## src/rtl/fetch_ctrl.sv

```systemverilog
// Fetch-stage sequencing controller: boot hold, redirect arbitration, IF/ID flush and optional halt parking.
// Optional halt support is compiled in when FETCH_CTRL_HALT_EN is defined.
module fetch_ctrl #(
    parameter int          BOOT_CYCLES  = 4,
    parameter int          FLUSH_CYCLES = 1,
    parameter logic [31:0] EXC_VECTOR   = 32'h0000_0004
) (
    input  logic        clk,
    input  logic        rst,
    input  logic        i_FetchCtrl_stall,
    input  logic        i_FetchCtrl_exc,
    input  logic        i_FetchCtrl_br_valid,
    input  logic [31:0] i_FetchCtrl_br_target,
    input  logic        i_FetchCtrl_j_valid,
    input  logic [31:0] i_FetchCtrl_j_target,
    input  logic        i_FetchCtrl_halt,
    output logic        o_FetchCtrl_pause,
    output logic        o_FetchCtrl_we,
    output logic [31:0] o_FetchCtrl_PC,
    output logic        o_FetchCtrl_flush,
    output logic [2:0]  o_FetchCtrl_state
);

    localparam logic [2:0] ST_BOOT  = 3'd0;
    localparam logic [2:0] ST_RUN   = 3'd1;
    localparam logic [2:0] ST_STALL = 3'd2;
    localparam logic [2:0] ST_FLUSH = 3'd3;
    localparam logic [2:0] ST_HALT  = 3'd4;

    logic [2:0]  state_r;
    logic [2:0]  state_nxt_s;
    logic [7:0]  boot_cnt_r;
    logic [7:0]  boot_cnt_nxt_s;
    logic [2:0]  flush_cnt_r;
    logic [2:0]  flush_cnt_nxt_s;
    logic        accept_s;
    logic [31:0] pc_s;
    logic        halt_req_s;

`ifdef FETCH_CTRL_HALT_EN
    assign halt_req_s = i_FetchCtrl_halt;
`else
    logic halt_unused_s;
    assign halt_unused_s = i_FetchCtrl_halt;
    assign halt_req_s    = 1'b0;
`endif

    // Redirect arbitration: exception beats branch beats jump; only exceptions leave HALT.
    always_comb begin
        accept_s = 1'b0;
        pc_s     = 32'h0000_0000;
        case (state_r)
            ST_RUN, ST_STALL, ST_FLUSH: begin
                if (i_FetchCtrl_exc) begin
                    accept_s = 1'b1;
                    pc_s     = EXC_VECTOR;
                end else if (i_FetchCtrl_br_valid) begin
                    accept_s = 1'b1;
                    pc_s     = i_FetchCtrl_br_target;
                end else if (i_FetchCtrl_j_valid) begin
                    accept_s = 1'b1;
                    pc_s     = i_FetchCtrl_j_target;
                end else begin
                    accept_s = 1'b0;
                    pc_s     = 32'h0000_0000;
                end
            end
            ST_HALT: begin
                if (i_FetchCtrl_exc) begin
                    accept_s = 1'b1;
                    pc_s     = EXC_VECTOR;
                end else begin
                    accept_s = 1'b0;
                    pc_s     = 32'h0000_0000;
                end
            end
            default: begin
                accept_s = 1'b0;
                pc_s     = 32'h0000_0000;
            end
        endcase
    end

    // Next-state and counter update; an accepted redirect always wins over stall and halt.
    always_comb begin
        state_nxt_s     = state_r;
        boot_cnt_nxt_s  = boot_cnt_r;
        flush_cnt_nxt_s = flush_cnt_r;
        if (accept_s) begin
            state_nxt_s     = ST_FLUSH;
            flush_cnt_nxt_s = 3'(FLUSH_CYCLES);
        end else begin
            case (state_r)
                ST_BOOT: begin
                    if (boot_cnt_r <= 8'd1) begin
                        state_nxt_s = ST_RUN;
                    end else begin
                        boot_cnt_nxt_s = boot_cnt_r - 8'd1;
                    end
                end
                ST_RUN, ST_STALL: begin
                    if (halt_req_s) begin
                        state_nxt_s = ST_HALT;
                    end else if (i_FetchCtrl_stall) begin
                        state_nxt_s = ST_STALL;
                    end else begin
                        state_nxt_s = ST_RUN;
                    end
                end
                ST_FLUSH: begin
                    if (flush_cnt_r <= 3'd1) begin
                        state_nxt_s     = i_FetchCtrl_stall ? ST_STALL : ST_RUN;
                        flush_cnt_nxt_s = 3'd0;
                    end else begin
                        flush_cnt_nxt_s = flush_cnt_r - 3'd1;
                    end
                end
                ST_HALT: begin
                    state_nxt_s = ST_HALT;
                end
                default: begin
                    state_nxt_s     = ST_BOOT;
                    boot_cnt_nxt_s  = 8'(BOOT_CYCLES);
                    flush_cnt_nxt_s = 3'd0;
                end
            endcase
        end
    end

    // State and counter registers with asynchronous reset.
    always_ff @(posedge clk or posedge rst) begin
        if (rst) begin
            state_r     <= ST_BOOT;
            boot_cnt_r  <= 8'(BOOT_CYCLES);
            flush_cnt_r <= 3'd0;
        end else begin
            state_r     <= state_nxt_s;
            boot_cnt_r  <= boot_cnt_nxt_s;
            flush_cnt_r <= flush_cnt_nxt_s;
        end
    end

    assign o_FetchCtrl_we    = accept_s;
    assign o_FetchCtrl_PC    = pc_s;
    assign o_FetchCtrl_pause = (state_r == ST_BOOT)
                             | ((state_r == ST_HALT) & ~accept_s)
                             | (i_FetchCtrl_stall & ~accept_s);
    assign o_FetchCtrl_flush = (state_r == ST_FLUSH);
    assign o_FetchCtrl_state = state_r;

endmodule

```

## config.mk

```make
export PLATFORM = sky130hd
export DESIGN_NAME = fetch_ctrl
export DESIGN_NICKNAME = d
export VERILOG_FILES = /design/src/rtl/fetch_ctrl.sv
export SDC_FILE = /design/constraint.sdc
export NUM_CORES = 1
export LEC_CHECK = 0
export BUFFER_PORTS_ARGS = -buffer_cell sky130_fd_sc_hd__buf_2
export CELL_PAD_IN_SITES_DETAIL_PLACEMENT = 0
export CELL_PAD_IN_SITES_GLOBAL_PLACEMENT = 1
export CORE_ASPECT_RATIO = 0.75
export CORE_MARGIN = 1
export CORE_UTILIZATION = 22
export DETAILED_ROUTE_END_ITERATION = 16
export MAX_ROUTING_LAYER = met4
export PLACE_DENSITY_LB_ADDON = 0.15
export SYNTH_ARGS = -nofsm -noshare
export SYNTH_HDL_FRONTEND = slang
export SYNTH_SLANG_ARGS = --single-unit
```

## constraint.sdc

```tcl
create_clock -name clk -period 1.9 [get_ports clk]
set_input_delay 0.38 -clock clk [delete_from_list [all_inputs] [get_ports clk]]
set_output_delay 0.38 -clock clk [all_outputs]
set_load 0.05 [all_outputs]
```

==> metrics.md, run 1 <==
| Metric | Value |
|---|---|
| CP Cell Sequence | o21bai_4, or2_4, buf_12, nor2_4, buf_8 |
| Crit. End Element | primary output |
| Final Cycle Share | 102.3% |
| Die Footprint | 0.005996 sq mm |
| Layout net count | 371 |
| Largest fanout on the critical path | 7 |
| WS Path Type | register to primary output |
| Clk_lat worst skew | 0.25 ns |
| Fmax achieved | 0.5145 GHz |
| P_leak | 1.163 nW |
| Worst Hold Class | primary input to async pin |
| Area growth, synth to finish | 109.6% |
| Worst-case clock buffer depth | 2 |
| Library cells used by synthesis | 32 |
| Relative slew slack | 63.27% |
| Crit path max-delay family | simple AND/OR/NAND/NOR gates |
| Tightest Pin Transition | 0.5504 ns |
| DP Wirelength | 3530 um |
| Avg WL per Cell | 12.16 um |
| Max Slew Vio Count | 0 |
| Syn Nets | 247 |
| Post-synth EDFFs | 0 |
| Critical path arrival | 1.56 ns |
| Multi-input combinational cell area | 0.001109 sq mm |
| PnR worst setup slack | -0.04380 ns |
| H-tree levels | 1 |
| Antenna diodes | 0 |
| Max Cap Viol | 0 |
| Port bufs | 107 |
| Placed cells | 362 |
| Post-Syn Instances | 172 |
| Worst path buffer plus inverter count | 2 |
| Pin count of the biggest net entering global routing | 19 |
| Max incr delay on CP | 0.40 ns |
| Layout cells sized above 1 | 62.03% |
| PD cells | 487.3 mW/mm^2 |
| Failing checks | negative setup slack |
| Fillcell total | 561 |
| Starting Density | 23.13% |
| Rows | 23 |
| Outcome | finished, violations left |
| FF/Latch Area | 355.3 sq um |
| Residual DRC | 0 |
| Vias | 1697 |
| Core Util, Final | 48.47% |
| Die W | 89.08 um |
| CORE AREA | 0.005410 sq mm |
| Peak supply drop | 0.0001711 V |
| First-pass GRT wire length | 6679 um |
| Die height | 67.31 um |
| Final hold violation count | 0 |
| DR iter-0 viols | 52 |
| Worst Setup Start Kind | register |
| RSZ-0062 raised after global routing | yes |
| Post-synthesis sequential area ratio | 28.10% |
| Vias/cell | 4.586 |
| Period minus WS final | 1.944 ns |
| CTS tree | built |
| GRT Util Overall | 14.75% |
| GRT overflow | 0 |
| Synthesized area per cell | 7.274 sq um |
| Clock Skew | 0.005653 ns |
| Slowest CP cell | dfrtp_2 |
| Root Buffer | clkbuf_8 |
| Num CTS Buffers | 3 |
| I/O Pins | 109 |
| Final Wtd Congestion | 0.7282 |
| Worst slack at placement | 0.03514 ns |
| Routed wire length | 4500 um |
| Mapped Area | 0.001251 sq mm |
| Synthesis-stage register bit count | 14 |
| Syn. warnings | 0 |
| Clock-pin slew on the worst setup and hold paths | 0.06 ns |
| Crit path required time | 1.52 ns |
| Setup TNS | -0.7883 ns |
| Detail Route Antenna Nets | 0 |
| Ys async rst share | 100.0% |
| Post-Layout Cell Count | 370 |
| Initial antenna violation count | 0 |
| Predominant post-synthesis flop cell | dfrtp_1 |
| WHS | 0.1673 ns |
| Sink Count | 14 |
| Vias in the first global route | 1488 |
| Final setup vio count | 29 |
| Initial DRT Pass Iterations | 6 |
==> power by group <==
part / internal [W] / leakage (nW) / switching, W / total, W
logic: 0.000274 / 0.961 / 0.000378 / 0.000652
registers: 0.000320 / 0.173 / 0.0000167 / 0.000336
clock network: 0.000184 / 0.0288 / 0.000106 / 0.000290
total: 0.000777 / 1.16 / 0.000501 / 0.00128
==> path summary, 6_finish.rpt <==
kind | start | to | slack (ns) | cells after the start
worst max register to register | boot_cnt_r[1] | boot_cnt_r[5] | 0.10 | 6
worst max-delay path | o_FetchCtrl_state[2] | o_FetchCtrl_PC[5] | -0.04 | 5
min in group clk | i_FetchCtrl_exc | o_FetchCtrl_state[2] | 0.36 | 2
worst min-delay path | rst | flush_cnt_r[0] | 0.17 | 2
max in group asynchronous | rst | o_FetchCtrl_state[2] | 1.34 | 2
worst min register to register | boot_cnt_r[4] | boot_cnt_r[4] | 0.50 | 1
==> metrics by stage <==
step	area (sq um)	power (W)
global route	2623	0.001362
detailed placement	2323	0.0009302
finish	2623	0.001278
CTS	2567	0.001280
global placement	2323	0.0009257
floorplan	1618	0.0007515
==> registers in the layout, indices dropped and copies added, names as in the netlist <==
register           flops
boot_cnt_r             8
flush_cnt_r            3
o_FetchCtrl_state      3
==> synthesized netlist by cell type (2+ instances only) <==
master	instances	share of area (%)
nor2b_1	2	1.0
a22oi_1	30	18
dfrtp_1	13	26
mux2i_1	4	3.2
inv_1	8	2.4
nor3_1	4	1.6
or2_2	3	1.5
or3_1	2	1.0
o211ai_1	2	1.2
nand2_1	13	3.9
nor2_1	39	12
o22ai_1	2	1.0
clkbuf_1	13	3.9
ha_1	4	4.0
nand3b_1	3	1.8
a21oi_1	4	1.6
o21ai_0	11	4.4
==> cells in the final DEF (no fill, tap or decap), types with 8 or more instances in the layout <==
cell type   n
nand2_1    12
buf_6      25
buf_2      74
dfrtp_1    10
o21ai_0    10
nor2_1      8
buf_4      23
inv_1       8
nor2_4     31
a22oi_1    30
==> layout make-up <==
cell class / instances / share of cell area, %
clock buffers: 4 / 2.099
inverters: 8 / 1.145
multi-input cells: 137 / 42.27
flip-flops and latches: 14 / 13.55
well taps: 75 / 3.578
repair buffers: 132 / 37.36
==> metal layers <==
| layer | part of all wire, % | GRT usage [%] | vias to the layer above | wire (um) |
|---|---|---|---|---|
| li1 | - | - | 866 | - |
| met1 | 46 | 19.51 | 773 | 2071 |
| met2 | 49 | 22.23 | 53 | 2186 |
| met3 | 4.8 | 3.667 | 5 | 215 |
| met4 | 0.58 | 4.365 | 0 | 26 |
| met5 | 0 | - | - | 0 |
==> cell families (layout without fill, tap and decap cells) <==
logic type | count (synthesis) | in the layout | synth area share [%]
AOI/OAI and AO/OA | 60 | 60 | 34.30
buffers and inverters | 21 | 144 | 6.300
adders and majority gates | 4 | 4 | 4.000
and+or+nand+nor | 69 | 69 | 24.10
muxes | 4 | 4 | 3.200
DFF | 14 | 14 | 28.10
==> repair_timing <==
action                     CTS  global route
hold buffers                 0             0
pin swaps                    1             6
setup endpoints to repair   32            35
resized for setup           61             8
buffers inserted             0             4
gates cloned                 0             0
No activity file was read; power rests on OpenSTA's default activity.
==> inputs of run 2 (changes only) <==
--- a/config.mk
+++ b/config.mk
@@ -5,10 +5,11 @@
 export SDC_FILE = /design/constraint.sdc
 export NUM_CORES = 1
 export LEC_CHECK = 0
+export ABC_AREA = 1
 export BUFFER_PORTS_ARGS = -buffer_cell sky130_fd_sc_hd__buf_2
 export CELL_PAD_IN_SITES_DETAIL_PLACEMENT = 0
 export CELL_PAD_IN_SITES_GLOBAL_PLACEMENT = 1
-export CORE_ASPECT_RATIO = 0.75
+export CORE_ASPECT_RATIO = 1.2
 export CORE_MARGIN = 1
 export CORE_UTILIZATION = 22
 export DETAILED_ROUTE_END_ITERATION = 16
==> metrics.md, run 2 <==
| Metric | Value |
|---|---|
| Outcome | finished clean (was finished, violations left) |
| Most frequent CP cell | nor2_4 |
| Count leader, synth | nor2_1 (unchanged) |
| Tightest Pin Transition | 0.5943 ns (was 0.5504 ns) |
| Vias/cell | 4.473 (was 4.586) |
| Max Slew Vio Count | 0 (unchanged) |
| Die Footprint | 0.006548 sq mm (was 0.005996 sq mm) |
| Fmax achieved | 0.5357 GHz (was 0.5145 GHz) |
| Peak supply drop | 0.0001870 V (was 0.0001711 V) |
| Residual DRC | 0 (unchanged) |
| I/O Pins | 109 (unchanged) |
| Final Wtd Congestion | 0.7277 (was 0.7282) |
| Pin count of the biggest net entering global routing | 21 (was 19) |
| PnR worst setup slack | 0.03329 ns (was -0.04380 ns) |
| Predominant post-synthesis flop cell | dfrtp_1 (unchanged) |
| Clock network fraction of total power | 23.0% (was 22.7%) |
| Initial antenna violation count | 0 (unchanged) |
| Mapped Area | 0.001370 sq mm (was 0.001251 sq mm) |
| Clock-pin slew on the worst setup and hold paths | 0.06 ns (about the same) |
| Syn. warnings | 0 (unchanged) |
| Layout net count | 402 (was 371) |
| Num CTS Buffers | 3 (unchanged) |
| Sw Share | 41.52% (was 39.17%) |
| Post-synth EDFFs | 0 (unchanged) |
| Fillcell total | 623 (was 561) |
| DR iter-0 viols | 93 (was 52) |
| P_leak | 1.250 nW (was 1.163 nW) |
| First-pass GRT wire length | 7534 um (was 6679 um) |
| Crit. End Element | primary output (unchanged) |
| Rows | 31 (was 23) |
| Post-synthesis sequential area ratio | 25.66% (was 28.10%) |
| GRT overflow | 0 (unchanged) |
| Routed wire length | 5063 um (was 4500 um) |
| Avg WL per Cell | 12.41 um (was 12.16 um) |
| Max incr delay on CP | 0.41 ns (was 0.40 ns) |
| Final setup vio count | 0 (was 29) |
| Clk_lat worst skew | 0.25 ns (about the same) |
| Vias in the first global route | 1676 (was 1488) |
| Layout cells sized above 1 | 55.21% (was 62.03%) |
| Area fraction of the dominant cell type after synthesis | 23.74% (was 26.00%) |
| Largest area contributor in the synthesized netlist | dfrtp_1 (unchanged) |
| Detail Route Antenna Nets | 0 (unchanged) |
| Initial DRT Pass Iterations | 4 (was 6) |
| Final Cycle Share | 98.25% (was 102.3%) |
| Post-Syn Instances | 209 (was 172) |
| Ys async rst share | 100.0% (unchanged) |
| Max Cap Viol | 0 (unchanged) |
| Slowest CP cell | dfrtp_1 (was dfrtp_2) |
| Period minus WS final | 1.867 ns (was 1.944 ns) |
| DP Wirelength | 3724 um (was 3530 um) |
| CP Cell Sequence | nor2_4, nor2_4, nand2_4, clkbuf_16, nor2_2, buf_6 (was o21bai_4, or2_4, buf_12, nor2_4, buf_8) |
| Library cells used by synthesis | 27 (was 32) |
| Area growth, synth to finish | 87.95% (was 109.6%) |
| Total power | 0.001321 W (was 0.001278 W) |
| Worst slack at placement | 0.08662 ns (was 0.03514 ns) |
| Port bufs | 107 (unchanged) |
| P_int | 0.0007726 W (was 0.0007773 W) |
| Commonest cells post-synth | nor2_1, nand2_1, a22oi_1 (was nor2_1, a22oi_1, clkbuf_1, dfrtp_1, nand2_1) |
| Biggest register | boot_cnt_r (unchanged) |
| Starting Density | 22.79% (was 23.13%) |
| Commonest non-fill, non-tap cells in the layout | buf_2, nand2_1, a22oi_1, buf_6, nor2_2 (was buf_2, nor2_4, a22oi_1, buf_6, buf_4) |
| Ranking of synthesized cells by area | dfrtp_1, a22oi_1, nor2_1 (unchanged) |
| Vias | 1825 (was 1697) |
| Die height | 88.45 um (was 67.31 um) |
| H-tree levels | 1 (unchanged) |
| Combinational power share | 51.2% (was 51.0%) |
| Worst Setup Start Kind | register (unchanged) |
| Sink Count | 14 (unchanged) |
| Relative slew slack | 60.34% (was 63.27%) |
| Crit path required time | 1.52 ns (about the same) |
| Final hold violation count | 0 (unchanged) |
| CTS tree | built (unchanged) |
| RSZ-0062 raised after global routing | yes (unchanged) |
| Worst path buffer plus inverter count | 2 (unchanged) |
| Largest fanout on the critical path | 8 (was 7) |
| Die W | 74.04 um (was 89.08 um) |
| Syn Nets | 284 (was 247) |
| Share of power burned in registers | 25.8% (was 26.3%) |
| Critical path arrival | 1.49 ns (was 1.56 ns) |
| Worst-case clock buffer depth | 2 (unchanged) |
| CORE AREA | 0.006012 sq mm (was 0.005410 sq mm) |
| Commonest non-fill, non-tap cell in the layout | buf_2 (unchanged) |
| WS Path Type | register to primary output (unchanged) |
| Root Buffer | clkbuf_8 (unchanged) |
| PD cells | 513.1 mW/mm^2 (was 487.3 mW/mm^2) |
| Worst Hold Class | primary input to async pin (unchanged) |
| Crit path max-delay family | simple AND/OR/NAND/NOR gates (unchanged) |
| Synthesized area per cell | 6.555 sq um (was 7.274 sq um) |
| Synthesis-stage register bit count | 14 (unchanged) |
| Max reg flops | 8 (unchanged) |
| Net Switching | 0.0005486 W (was 0.0005005 W) |
| Clock Skew | 0.0008981 ns (was 0.005653 ns) |
| Antenna diodes | 0 (unchanged) |
| GRT Util Overall | 15.25% (was 14.75%) |
## run 2: changes by cell type after synthesis, sizes merged, moves of 3 or more
cell    before  now
buf          0    8
clkbuf      13    2
inv          8   22
mux2i        4    0
nand2       13   47
nand3        1   12
nand3b       3    0
nor2        39   48
nor3         4    1
or2          4    0
## run 2: cell families (layout without fill, tap and decap cells)
logic type	Yosys count	in the layout	share of synthesized area (%)
AO/OA/AOI/OAI	47	47	23.65
buffers and inverters	32	149	10.04
adder cells (fa/ha/maj)	4	4	3.653
XOR/XNOR	2	2	1.279
flip-flops	14	14	25.66
AND/OR/NAND/NOR	110	110	35.71
## run 2: layout make-up
| type | instances | area, sq um | area share [%] |
|---|---|---|---|
| tap | 82 | 102.6 | 3.984 |
| sequential | 14 | 351.6 | 13.65 |
| inverter | 22 | 85.08 | 3.304 |
| multi-input combinational | 163 | 1017 | 39.50 |
| clock buffer | 4 | 55.05 | 2.138 |
| timing repair buffer | 123 | 963.4 | 37.41 |
## run 2: worst paths after layout
| check | from | to | slack (ns) | cells after the start |
|---|---|---|---|---|
| worst min-delay path | rst | flush_cnt_r[2] | 0.18 | 2 |
| worst max register to register | boot_cnt_r[0] | boot_cnt_r[1] | 0.34 | 10 |
| worst max-delay path | o_FetchCtrl_state[0] | o_FetchCtrl_PC[8] | 0.03 | 6 |
| worst min register to register | boot_cnt_r[1] | boot_cnt_r[1] | 0.52 | 2 |
| min in group clk | i_FetchCtrl_exc | o_FetchCtrl_state[2] | 0.32 | 2 |
| max in group asynchronous | rst | boot_cnt_r[7] | 1.33 | 2 |
## run 2: power groups by stage
stage               Combinational, W  Clock [W]  Sequential (W)
floorplan                   0.000409          0        0.000347
finish                      0.000676   0.000304        0.000341
global route                0.000736   0.000325        0.000345
global placement            0.000582          0        0.000348
detailed placement          0.000580          0        0.000347
CTS                         0.000628   0.000307        0.000342
## run 2: metal layers
metal  vias to the layer above  share of wire [%]  GRT usage (%)
met3                         9                6.6          2.050
met5                         -                  0              -
met2                        86                 49          24.96
li1                        937                  -              -
met4                         0                2.5          5.594
met1                       793                 42          18.95
## run 2: metrics by stage
step / hold slack [ns] / instances / util, % / cell area [sq um] / setup TNS, ns
floorplan: 0.2685 / 209 / - / 1449 / -4.293
global placement: 0.4865 / 395 / 35.09 / 2110 / 0
finish: 0.1844 / 408 / 42.83 / 2575 / 0
CTS: 0.2060 / 402 / 38.71 / 2327 / -0.01263
global route: 0.2213 / 408 / 42.83 / 2575 / -0.4711
detailed placement: 0.4749 / 395 / 35.09 / 2110 / 0
## run 2: what timing repair did
| item | in CTS | in global routing |
|---|---|---|
| pin swaps | 1 | 7 |
| cloned | 1 | 2 |
| endpoints found under the setup margin | 32 | 34 |
| resized for setup | 44 | 44 |
| setup buffers | 2 | 4 |
| hold buffers | 0 | 0 |
==> inputs of run 3 (changes only) <==
--- a/config.mk
+++ b/config.mk
@@ -6,13 +6,13 @@
 export NUM_CORES = 1
 export LEC_CHECK = 0
 export ABC_AREA = 1
-export BUFFER_PORTS_ARGS = -buffer_cell sky130_fd_sc_hd__buf_2
 export CELL_PAD_IN_SITES_DETAIL_PLACEMENT = 0
 export CELL_PAD_IN_SITES_GLOBAL_PLACEMENT = 1
 export CORE_ASPECT_RATIO = 1.2
 export CORE_MARGIN = 1
-export CORE_UTILIZATION = 22
+export CORE_UTILIZATION = 36
 export DETAILED_ROUTE_END_ITERATION = 16
+export DONT_BUFFER_PORTS = 1
 export MAX_ROUTING_LAYER = met4
 export PLACE_DENSITY_LB_ADDON = 0.15
 export SYNTH_ARGS = -nofsm -noshare
==> metrics.md, run 3 (same netlist as run 2, synthesis figures left out) <==
| Metric | Value |
|---|---|
| Fillcell total | 354 (was 623) |
| Setup TNS | 0 ns (unchanged) |
| P_leak | 0.9429 nW (was 1.250 nW) |
| Layout net count | 328 (was 402) |
| Worst-case clock buffer depth | 2 (unchanged) |
| Final hold violation count | 0 (unchanged) |
| Vias/cell | 5.296 (was 4.473) |
| Max reg flops | 8 (unchanged) |
| DR iter-0 viols | 42 (was 93) |
| Die height | 69.58 um (was 88.45 um) |
| Max Cap Viol | 0 (unchanged) |
| Relative slew slack | 62.20% (was 60.34%) |
| Root Buffer | clkbuf_8 (unchanged) |
| Residual DRC | 0 (unchanged) |
| Most frequent CP cell | nand2_2 (was nor2_4) |
| Largest fanout on the critical path | 7 (was 8) |
| I/O Pins | 109 (unchanged) |
| Peak supply drop | 0.0002201 V (was 0.0001870 V) |
| H-tree levels | 1 (unchanged) |
| FF/Latch Area | 352.8 sq um (was 351.6 sq um) |
| GRT overflow | 0 (unchanged) |
| Crit path required time | 1.52 ns (about the same) |
| First-pass GRT wire length | 6244 um (was 7534 um) |
| Avg WL per Cell | 14.26 um (was 12.41 um) |
| Initial antenna violation count | 0 (unchanged) |
| WS Path Type | register to primary output (unchanged) |
| Die Footprint | 0.004058 sq mm (was 0.006548 sq mm) |
| Clock-pin slew on the worst setup and hold paths | 0.06 ns (about the same) |
| Placed cell area | 0.001829 sq mm (was 0.002110 sq mm) |
| Fmax achieved | 0.5367 GHz (was 0.5357 GHz) |
| Pin count of the biggest net entering global routing | 35 (was 21) |
| Sink Count | 14 (unchanged) |
| GRT Util Overall | 20.38% (was 15.25%) |
| CP Cell Sequence | nor2_4, inv_2, nand2_2, nand2_4, nand2_4, nand2_2, nand2_2, buf_12 (was nor2_4, nor2_4, nand2_4, clkbuf_16, nor2_2, buf_6) |
| Port bufs | 0 (was 107) |
| PD cells | 584.7 mW/mm^2 (was 513.1 mW/mm^2) |
| Outcome | finished clean (unchanged) |
| Clk_lat worst skew | 0.25 ns (about the same) |
| Commonest non-fill, non-tap cell in the layout | nand2_1 (was buf_2) |
| Tightest Pin Transition | 0.5663 ns (was 0.5943 ns) |
| Max incr delay on CP | 0.41 ns (about the same) |
| CORE AREA | 0.003633 sq mm (was 0.006012 sq mm) |
| Critical path arrival | 1.48 ns (was 1.49 ns) |
| Slowest CP cell | dfrtp_1 (unchanged) |
| Area growth, synth to finish | 51.05% (was 87.95%) |
| Vias | 1610 (was 1825) |
| Final instance area | 0.002069 sq mm (was 0.002575 sq mm) |
| Commonest non-fill, non-tap cells in the layout | nand2_1, a22oi_1, nor2_2, buf_4, inv_1 (was buf_2, nand2_1, a22oi_1, buf_6, nor2_2) |
| Detail Route Antenna Nets | 0 (unchanged) |
| Max Slew Vio Count | 0 (unchanged) |
| Layout cells sized above 1 | 42.46% (was 55.21%) |
| Final Wtd Congestion | 0.7911 (was 0.7277) |
| Final Cycle Share | 98.07% (was 98.25%) |
| Period minus WS final | 1.863 ns (was 1.867 ns) |
| Die W | 58.32 um (was 74.04 um) |
| Vias in the first global route | 1366 (was 1676) |
| Hold-fix buffers at CTS | 0 (unchanged) |
| Final setup vio count | 0 (unchanged) |
| DP Wirelength | 3199 um (was 3724 um) |
| Worst Hold Class | primary input to async pin (unchanged) |
| Crit. End Element | primary output (unchanged) |
| Clock Skew | 0.002809 ns (was 0.0008981 ns) |
| Multi-input combinational cell area | 0.001005 sq mm (was 0.001017 sq mm) |
| Biggest register | boot_cnt_r (unchanged) |
| Rows | 24 (was 31) |
| Worst Setup Start Kind | register (unchanged) |
| Routed wire length | 4335 um (was 5063 um) |
| CTS tree | built (unchanged) |
| Starting Density | 37.71% (was 22.79%) |
| Num CTS Buffers | 3 (unchanged) |
| RSZ-0062 raised after global routing | yes (unchanged) |
| Initial DRT Pass Iterations | 4 (unchanged) |
| Register-to-register setup slack | 0.32 ns (was 0.34 ns) |
| Antenna diodes | 0 (unchanged) |
==> run 3: power breakdown <==
group	total [W]	leakage [nW]	switching (W)	internal, W
logic	0.000568	0.740	0.000370	0.000198
registers	0.000341	0.174	0.0000194	0.000321
clock network	0.000302	0.0288	0.000118	0.000184
total	0.00121	0.943	0.000507	0.000703
==> run 3: final cells by class <==
class	instances	area share (%)
inverters	22	4.111
clock buffers	4	2.660
repair buffers	49	24.49
multi-input cells	163	48.55
well taps	52	3.144
flip-flops and latches	14	17.05
==> run 3: critical path, delay by kind of cell, from the launching register on <==
kind	cells	cell delay, ns
buffers and inverters	2	0.22
DFF	1	0.41
and+or+nand+nor	6	0.61
==> run 3: timing repair <==
| action | in CTS | in global routing |
|---|---|---|
| hold endpoints to repair | 0 | 0 |
| setup endpoints to repair | 31 | 18 |
| buffers inserted | 3 | 4 |
| resized for setup | 20 | 9 |
| pin swaps | 1 | 3 |
| cloned | 1 | 0 |
==> run 3: through the flow <==
step / hold WS (ns) / power [W] / std cells / utilization [%] / setup WS (ns)
after floorplan: 0.2685 / 0.0007552 / 209 / - / -0.1464
after global placement: 0.3501 / 0.0008684 / 292 / 50.34 / 0.2183
after detailed placement: 0.3562 / 0.0008770 / 292 / 50.34 / 0.1982
after CTS: 0.09176 / 0.001198 / 300 / 55.30 / 0.01305
after global routing: 0.1152 / 0.001268 / 304 / 56.96 / -0.01605
final: 0.06616 / 0.001210 / 304 / 56.96 / 0.03666
==> run 3: path summary, 6_finish.rpt <==
check | depth (start not counted) | start | endpoint
max | 8 | o_FetchCtrl_state[0] | o_FetchCtrl_pause
max reg2reg | 10 | boot_cnt_r[0] | boot_cnt_r[1]
min | 1 | rst | flush_cnt_r[2]
min reg2reg | 2 | boot_cnt_r[1] | boot_cnt_r[1]
min in group clk | 1 | i_FetchCtrl_exc | o_FetchCtrl_state[2]
max in group asynchronous | 1 | rst | o_FetchCtrl_state[2]
==> run 3: layer usage <==
layer	wire length (um)	part of all wire [%]	GRT usage (%)	up-vias
met4	54	1.2	7.143	0
met3	197	4.5	1.866	5
met1	1785	41	24.44	746
li1	-	-	-	785
met5	0	0	-	-
met2	2298	53	34.99	74
